--- config.mk ---
export PLATFORM = sky130hd
export DESIGN_NAME = alu_issue_sched
export DESIGN_NICKNAME = d
export VERILOG_FILES = /design/src/rtl/alu_issue_sched.sv
export SDC_FILE = /design/constraint.sdc
export NUM_CORES = 1
export LEC_CHECK = 0
export CELL_PAD_IN_SITES_DETAIL_PLACEMENT = 0
export CELL_PAD_IN_SITES_GLOBAL_PLACEMENT = 1
export CORE_ASPECT_RATIO = 1.1
export CORE_MARGIN = 4
export CORE_UTILIZATION = 54
export DETAILED_ROUTE_END_ITERATION = 7
export HOLD_SLACK_MARGIN = 0.05
export PLACE_DENSITY = 0.82
export SKIP_LAST_GASP = 1
export SYNTH_ARGS = -nofsm -noshare
export SYNTH_HDL_FRONTEND = slang
export SYNTH_SLANG_ARGS = --single-unit
--- constraint.sdc ---
create_clock -name clk -period 18.6 [get_ports clk]
set_clock_uncertainty 0.2 [all_clocks]
set_input_delay 1.86 -clock clk [delete_from_list [all_inputs] [get_ports clk]]
set_output_delay 1.86 -clock clk [all_outputs]
set_load 0.02 [all_outputs]
--- src/rtl/alu_issue_sched.sv ---
// rtl/alu_issue_sched.sv - 8-entry out-of-order issue buffer feeding a single ALU
module alu_issue_sched #(
    parameter int CNTRL_SIZE = 7,
    parameter int NCOMMIT    = 32,
    parameter int LNCOMMIT   = 5,
    parameter int VA_SZ      = 48,
    parameter int NENT       = 8,
    parameter int LNENT      = 3
) (
    input  logic                  clk,
    input  logic                  reset,
    input  logic                  in_valid,
    output logic                  in_ready,
    input  logic [CNTRL_SIZE-1:0] in_control,
    input  logic [LNCOMMIT-1:0]   in_rd,
    input  logic                  in_makes_rd,
    input  logic                  in_needs_rs2,
    input  logic [LNCOMMIT-1:0]   in_rs1,
    input  logic [LNCOMMIT-1:0]   in_rs2,
    input  logic                  in_rs1_ready,
    input  logic                  in_rs2_ready,
    input  logic [31:0]           in_immed,
    input  logic [VA_SZ-1:1]      in_pc,
    input  logic                  wake_valid,
    input  logic [LNCOMMIT-1:0]   wake_rd,
    input  logic [NCOMMIT-1:0]    commit_kill,
    output logic                  alu_enable,
    output logic [CNTRL_SIZE-1:0] alu_control,
    output logic [LNCOMMIT-1:0]   alu_rd,
    output logic                  alu_makes_rd,
    output logic                  alu_needs_rs2,
    output logic [31:0]           alu_immed,
    output logic [VA_SZ-1:1]      alu_pc,
    output logic [LNCOMMIT-1:0]   rf_rs1,
    output logic [LNCOMMIT-1:0]   rf_rs2,
    output logic [LNENT:0]        count
);

    logic [NENT-1:0]       valid_q, rs1_rdy_q, rs2_rdy_q;
    logic [NENT-1:0]       valid_n, rs1_rdy_n, rs2_rdy_n;
    logic [LNCOMMIT-1:0]   rd_q   [NENT];
    logic [LNCOMMIT-1:0]   rs1_q  [NENT];
    logic [LNCOMMIT-1:0]   rs2_q  [NENT];
    logic [CNTRL_SIZE-1:0] ctl_q  [NENT];
    logic                  mrd_q  [NENT];
    logic                  nrs2_q [NENT];
    logic [31:0]           imm_q  [NENT];
    logic [VA_SZ-1:1]      pc_q   [NENT];
    // age_q[i][j] set means entry i was inserted before entry j
    logic [NENT-1:0]       age_q  [NENT];

    logic [NENT-1:0]  eligible, sel_oh;
    logic [LNENT-1:0] sel_idx, wr_idx;
    logic             any_sel, do_write, int_wake;
    logic [LNENT:0]   count_n;

    function automatic logic woken(input logic [LNCOMMIT-1:0] tag,
                                   input logic ev, input logic [LNCOMMIT-1:0] et,
                                   input logic iv, input logic [LNCOMMIT-1:0] it);
        return (ev && et == tag) || (iv && it == tag);
    endfunction

    always_comb begin
        in_ready = (count != (LNENT+1)'(NENT));
        int_wake = alu_enable & alu_makes_rd;
        do_write = in_valid & in_ready & ~commit_kill[in_rd];

        for (int i = 0; i < NENT; i++)
            eligible[i] = valid_q[i] & rs1_rdy_q[i] & rs2_rdy_q[i] & ~commit_kill[rd_q[i]];

        // An entry wins only if it is older than every other eligible entry
        sel_oh = '0;
        for (int i = 0; i < NENT; i++) begin
            sel_oh[i] = eligible[i];
            for (int j = 0; j < NENT; j++)
                if (j != i && eligible[j] && !age_q[i][j])
                    sel_oh[i] = 1'b0;
        end
        any_sel = |sel_oh;
        sel_idx = '0;
        for (int i = 0; i < NENT; i++)
            if (sel_oh[i]) sel_idx = LNENT'(i);

        wr_idx = '0;
        for (int i = NENT-1; i >= 0; i--)
            if (!valid_q[i]) wr_idx = LNENT'(i);

        for (int i = 0; i < NENT; i++) begin
            valid_n[i]   = valid_q[i] & ~sel_oh[i] & ~commit_kill[rd_q[i]];
            rs1_rdy_n[i] = rs1_rdy_q[i] | woken(rs1_q[i], wake_valid, wake_rd, int_wake, alu_rd);
            rs2_rdy_n[i] = rs2_rdy_q[i] | woken(rs2_q[i], wake_valid, wake_rd, int_wake, alu_rd);
        end
        if (do_write) begin
            valid_n[wr_idx]   = 1'b1;
            rs1_rdy_n[wr_idx] = in_rs1_ready | woken(in_rs1, wake_valid, wake_rd, int_wake, alu_rd);
            rs2_rdy_n[wr_idx] = ~in_needs_rs2 | in_rs2_ready
                                | woken(in_rs2, wake_valid, wake_rd, int_wake, alu_rd);
        end

        count_n = '0;
        for (int i = 0; i < NENT; i++)
            count_n = count_n + (LNENT+1)'(valid_n[i]);
    end

    always_ff @(posedge clk) begin
        if (reset) begin
            valid_q       <= '0;
            rs1_rdy_q     <= '0;
            rs2_rdy_q     <= '0;
            count         <= '0;
            alu_enable    <= 1'b0;
            alu_control   <= '0;
            alu_rd        <= '0;
            alu_makes_rd  <= 1'b0;
            alu_needs_rs2 <= 1'b0;
            alu_immed     <= '0;
            alu_pc        <= '0;
            rf_rs1        <= '0;
            rf_rs2        <= '0;
            for (int i = 0; i < NENT; i++) begin
                age_q[i] <= '0;
                rd_q[i]  <= '0;
                rs1_q[i] <= '0;
                rs2_q[i] <= '0;
            end
        end else begin
            valid_q   <= valid_n;
            rs1_rdy_q <= rs1_rdy_n;
            rs2_rdy_q <= rs2_rdy_n;
            count     <= count_n;
            if (do_write) begin
                rd_q[wr_idx]   <= in_rd;
                rs1_q[wr_idx]  <= in_rs1;
                rs2_q[wr_idx]  <= in_rs2;
                ctl_q[wr_idx]  <= in_control;
                mrd_q[wr_idx]  <= in_makes_rd;
                nrs2_q[wr_idx] <= in_needs_rs2;
                imm_q[wr_idx]  <= in_immed;
                pc_q[wr_idx]   <= in_pc;
                age_q[wr_idx]  <= '0;
                for (int j = 0; j < NENT; j++)
                    if (j != int'(wr_idx)) age_q[j][wr_idx] <= 1'b1;
            end
            alu_enable <= any_sel;
            if (any_sel) begin
                alu_control   <= ctl_q[sel_idx];
                alu_rd        <= rd_q[sel_idx];
                alu_makes_rd  <= mrd_q[sel_idx];
                alu_needs_rs2 <= nrs2_q[sel_idx];
                alu_immed     <= imm_q[sel_idx];
                alu_pc        <= pc_q[sel_idx];
                rf_rs1        <= rs1_q[sel_idx];
                rf_rs2        <= rs2_q[sel_idx];
            end
        end
    end

endmodule

# ---- After elaboration in Yosys (flattened, before gate mapping)
# Memories as Yosys holds them, arrays and structs flattened. A register that Yosys moved wholly into a read port is not among the register bits.
# Cells that the tools add are included.
dict set report op_classes {
  add_sub_neg 7
  n_lt_le_gt_ge 11
  n_eq_ne 44
  muxes 206
  bitwise 145
  reduce_logical 172
}
# cell n
set ops {}
lappend ops {{== test 5 bit} 36}
lappend ops {{two-way mux 1 bit} 163}
lappend ops {{logical AND 1 bit} 93}
lappend ops {{two-way mux 8 bit} 11}
lappend ops {{OR 1 bit} 83}
lappend ops {{logical NOT 1 bit} 56}
lappend ops {{< comparator 5 x 6 -> 1 bit (second input constant)} 9}
lappend ops {{two-way mux 3 bit} 17}
lappend ops {{binary-select mux 1 bit (select 5 bit)} 9}
lappend ops {{AND 1 bit} 43}
lappend ops {{logical OR 1 bit} 18}
lappend ops {{NOT 1 bit} 18}
lappend ops {{adder 4 x 1 -> 4 bit} 4}
lappend ops {{bitwise mux 8 bit} 2}
lappend ops {{two-way mux 5 bit} 3}
lappend ops {{OR reduction 5 bit} 3}
lappend ops {{!= test 3 bit (first input constant)} 4}
lappend ops {{OR 8 bit} 1}
lappend ops {{OR reduction 8 bit} 1}
lappend ops {{!= test 2 x 3 -> 1 bit (first input constant)} 2}
lappend ops {{adder 3 x 1 -> 4 bit} 1}
lappend ops {{< comparator 3 x 4 -> 1 bit (second input constant)} 1}
lappend ops {{!= test 4 bit (second input constant)} 1}
lappend ops {{adder 2 x 1 -> 3 bit} 1}
lappend ops {{5 further kinds} 5}
dict set report totals {
  register_bits 29
  ramBits 888
  in_bits 146
  output_inout_bits 109
  elab_cells 599
  mem_count 9
}
# name depth word_bits rd rd_clocked_by_memory_dff wr line_no
set mem_list {}
lappend mem_list {pc_q 8 47 1 1 1 48} ;# logic [VA_SZ-1:1] pc_q [NENT];
lappend mem_list {imm_q 8 32 1 1 1 47} ;# logic [31:0] imm_q [NENT];
lappend mem_list {age_q 8 8 8 0 9 50} ;# logic [NENT-1:0] age_q [NENT];
lappend mem_list {ctl_q 8 7 1 1 1 44} ;# logic [CNTRL_SIZE-1:0] ctl_q [NENT];
lappend mem_list {rd_q 8 5 9 1 8 41} ;# logic [LNCOMMIT-1:0] rd_q [NENT];
lappend mem_list {rs1_q 8 5 9 1 8 42} ;# logic [LNCOMMIT-1:0] rs1_q [NENT];
lappend mem_list {{+3 memories} -- -- -- -- -- --}

# ---- Depth between registers and ports, before layout
# An unclocked memory read counts as a cell.
dict set report depth {
  depth_word 25
  mapped_depth 22
  depth_no_buf 20
}

# ---- Least setup slack after synthesis
# Ideal clock, no wire load.
dict set report synth_path {
  kind {input to register}
  from {input in_rd[0]}
  to {memory ctl_q[2][0] (enable)}
  setup_ns 0.536
  t_arrival_ns 7.799
  required_ns 17.864
  path_slack_ns 10.065
  cell_stages 9
  n_path_buf 2
  cell_sequence {buf_1 > clkbuf_1 > mux4_2 > mux4_2 > mux2i_1 > and3_1 > and2_1 > nand2_1 > nor2_1}
}
dict set report synth_between {
  elab_chain_cells 7
}
# element line_no
set synth_lines {}
lappend synth_lines {{start: declaration} 15} ;# input logic [LNCOMMIT-1:0] in_rd,
lappend synth_lines {{binary-select mux 1 bit (select 5 bit)} 66} ;# do_write = in_valid & in_ready & ~commit_kill[in_rd];
lappend synth_lines {{two-way mux 1 bit (not written as such)} 66}
lappend synth_lines {{NOT 1 bit} 66}
lappend synth_lines {{AND 1 bit} 66}
lappend synth_lines {{two-way mux 1 bit} 131} ;# if (do_write) begin
lappend synth_lines {{two-way mux 1 bit} 106} ;# if (reset) begin
lappend synth_lines {{two-way mux 1 bit (not written as such)} 135} ;# ctl_q[wr_idx] <= in_control;
lappend synth_lines {{end: declaration} 44}
# Every way passes these cells. The select of a mux whose other input is x is not followed.

# ---- Final worst setup path
dict set report layout_path {
  from {input in_rd[0]}
  to {register count[2]}
}
dict set report layout_between {
  elab_chain_cells 12
}
# element line_no
set layout_lines {}
lappend layout_lines {{binary-select mux 1 bit (select 5 bit) (*)} 66}
lappend layout_lines {{two-way mux 1 bit (not written as such) (*)} 66}
lappend layout_lines {{NOT 1 bit (*)} 66}
lappend layout_lines {{AND 1 bit (*)} 66}
lappend layout_lines {{two-way mux 8 bit (*)} 93} ;# if (do_write) begin
lappend layout_lines {{adder 1 x 1 -> 2 bit} 102} ;# count_n = count_n + (LNENT+1)'(valid_n[i]);
lappend layout_lines {{adder 2 x 1 -> 3 bit} 102}
lappend layout_lines {{adder 3 x 1 -> 4 bit} 102}
lappend layout_lines {{adder 4 x 1 -> 4 bit (3 in a row)} 102}
lappend layout_lines {{adder 4 x 1 -> 4 bit (*)} 102}
lappend layout_lines {{end signal: assignment} 130} ;# count <= count_n;
lappend layout_lines {{end: declaration} 36} ;# output logic [LNENT:0] count
# Every way passes the cells marked *; elsewhere a longest branch is shown, timed or not. The select of a mux whose other input is x is not followed.
# A chain may end at the register's enable or synchronous reset.

==> impl_metrics.toml <==
[run_status]
status = "finished clean"

[detailed_routing]
ant_nets = 0
via_count = 28320
drtIter0Drc = 2676
route.detailed.drc = 0
drt_wl_total_um = 125700
drt_first_pass_iters = 6
vias_per_cell = 6.188
post_drt_wl_per_cell_um = 27.47

[floorplan]
dieArea_mm2 = 0.08576
die-width_um = 279.6
std_cell_rows = 109
fp.dieH_um = 306.7
core_area_mm2 = 0.08046
io_pins = 255
start_util_pct = 54.45

[worst_setup_path]
start_kind = "input pin"
cp_max_fo = 16
critPathLaunch = "in_rd[0]"
cp.arrival_ns = 8.37
reg2regPathDepth = 14
setup.worst_path.end = "count[2]"
crit_type = "input pin to flop"
end_kind = "flop"
r2r_end = "alu_pc[4]"
worst_ep_required_time_ns = 18.92
r2r-start = "rd_q[5][1]"
r2r_setup_slack_ns = 11.89

[global_routing]
gr-usage-all-layers_pct = 28.73
grt_overflow = 0
grt_pass1_vias = 28670
antenna_found_initial = 16
grt_max_degree = 147
grt_pass1_wl_um = 184400

[run]
drv_cap = 0

[logic_synthesis]
yosys_most_used_dff = "edfxtp_1"
yosysSeqAreaShare_pct = 65.07
syn_area_mm2 = 0.04381
synth_xor_area_share_pct = 3.578
synth_compound_area_share_pct = 8.291
yosys.area_share.simple_pct = 8.953
synth.area.mux_share_pct = 10.87
syn_inst = 3251
synthTopCellsByArea = "edfxtp_1, mux2i_1, dfxtp_1"
synth_seq_cells = 1012
synth.most_common_cell = "edfxtp_1"
ys_top_cells_by_count = "edfxtp_1, mux2i_1, nand2_1"
synth.distinct_cells = 70
yosysTopAreaCell = "edfxtp_1"
synth_edf_count = 824
yosysTopAreaCellShare_pct = 56.48
synth-async-reset-ratio_pct = 0
syn_avg_cell_area_um2 = 13.48
syn-num-nets = 3404
yosys_warnings = 0
synth_top_family_by_area = "multiplexers"
synth_fa_ha_area_share_pct = 0.2685

[hold_path]
hold_path_class = "flop to flop"

[clocking]
clkLatencyLatePin_ns = 0.67
numCtsBuffers = 99
cts_buffer_depth = 3
postCtsSetupBuffers = 0
ctsRootBufferMaster = "clkbuf_16"
clk_pin_slew_ns = 0.06
hold_buffers = 0
cts_tree = "done"
cts_resized = 0
clock_sinks = 1012
h-tree-depth = 3

[finish]
seq_area_mm2 = 0.02851
fin_area_mm2 = 0.05023
multi_input_area_mm2 = 0.01412
drive_above_1_share_pct = 7.029
fillCellCount = 6115
nets = 3580
syn2layout_area_growth_pct = 14.66

[placed_design]
port_buffers = 254
dp_hpwl_um = 73310
placed_area_mm2 = 0.04703
gp_congestion = 0.9208

[sta]
period_minus_slack_ns = 8.057
worstMarginPinSlew_ns = 1.279
tns_ns = 0
hold_violations = 0
maxSlewHeadroom_pct = 14.03
fin_crit_sh_pct = 43.32
slew_viol_final = 0
setup_violations = 0
timing.hold.ws_ns = 0.2629
rsz0062_at_grt = "no"
max_freq_mhz = 124.1

[power]
power.density_mw_per_mm2 = 93.26
peakVddDrop_v = 0.00009758
p_leak_nw = 17.50
-- layout make-up --
type | count | share of cell area, %
Sequential cell | 1012 | 56.75
Multi-Input combinational cell | 1971 | 28.12
Clock buffer | 163 | 5.918
Timing Repair Buffer | 305 | 5.839
Tap cell | 1054 | 2.625
Clock inverter | 25 | 0.4210
Inverter | 38 | 0.2840
Antenna cell | 9 | 0.04484
-- worst min-delay path by stage --
stage,startpoint,to,slack [ns],depth (start not counted)
after global placement,age_q[7][2],age_q[7][2],0.25,2
final,age_q[7][2],age_q[7][2],0.26,2
after CTS,age_q[7][2],age_q[7][2],0.26,2
after global routing,age_q[0][4],age_q[0][4],0.29,2
after detailed placement,age_q[7][2],age_q[7][2],0.25,2
after floorplan,age_q[7][2],age_q[7][2],0.23,2
-- registers in the layout, summed over array words and instances (netlist names), 32 cells and up --
signal,count
age_q,56
alu_pc,47
ctl_q,56
rs1_q,40
alu_immed,32
rd_q,40
pc_q,376
imm_q,256
rs2_q,40
-- stage by stage --
stage	setup WS (ns)	power, W	utilization [%]	instances
after global placement	9.934	0.002765	58.44	4380
after floorplan	10.07	0.002665	-	3251
final	10.54	0.004685	62.43	4577
after detailed placement	9.902	0.002771	58.44	4380
after global routing	10.25	0.004825	62.41	4571
after CTS	10.59	0.004706	62.40	4568
-- kinds of logic after synthesis --
kind of cell	count (synthesis)
buf+inv	268
xor+xnor	179
compound gates	498
mux	453
flops	1012
simple gates	834
fa+ha+maj	7
-- metal layers --
metal,track usage (%),wire length [um],vias to the layer above
met5,0,89,-
met4,11.05,4753,12
met3,5.216,9425,278
met2,48.01,61050,1187
met1,37.77,50420,14300
li1,-,-,12540
-- worst max-delay path, cell delays in order --
cell and delay (ns):
clkdlybuf4s50_1 1.00, mux4_2 0.58, mux4_2 0.48, mux2i_1 0.29, and3_1 0.26, nand3_1 0.34
nor2_1 0.91, a21oi_1 0.18, fa_1 0.54, inv_1 0.05, fa_1 0.48, inv_1 0.05
fa_1 0.43, inv_1 0.06, ha_1 0.15, inv_1 0.06, fa_1 0.43, xor2_1 0.15
nor2_1 0.05
-- power breakdown --
| group | internal (W) | total, W | leakage [nW] | switching (W) |
|---|---|---|---|---|
| Sequential | 0.00248 | 0.00251 | 9.09 | 0.0000312 |
| Clock | 0.00112 | 0.00196 | 1.56 | 0.000838 |
| Combinational | 0.0000828 | 0.000216 | 6.85 | 0.000133 |
-- layout by cell type, fill, tap and decap left out, types with 8 or more instances in the layout --
cell type	count
a211o_1	57
a22oi_1	34
xnor2_1	86
nand4b_1	8
clkdlybuf4s50_1	253
nand3_1	33
o22ai_1	34
clkinv_2	14
nor4_1	25
dfxtp_1	188
clkbuf_16	103
diode_2	9
edfxtp_1	824
and3_1	69
a21oi_1	106
mux4_2	18
nand4_1	24
or3_1	16
inv_1	31
a211oi_1	10
buf_4	50
o2bb2ai_1	59
a221o_1	36
a2bb2oi_1	8
clkbuf_1	43
nand2b_1	15
xor2_1	93
a31oi_1	77
clkbuf_8	17
o211ai_1	9
nor2b_1	23
nor2_1	150
clkinv_1	9
and2_1	79
nand2_1	362
o21ai_0	9
mux2i_1	433
(Power assumes the default switching activity.)
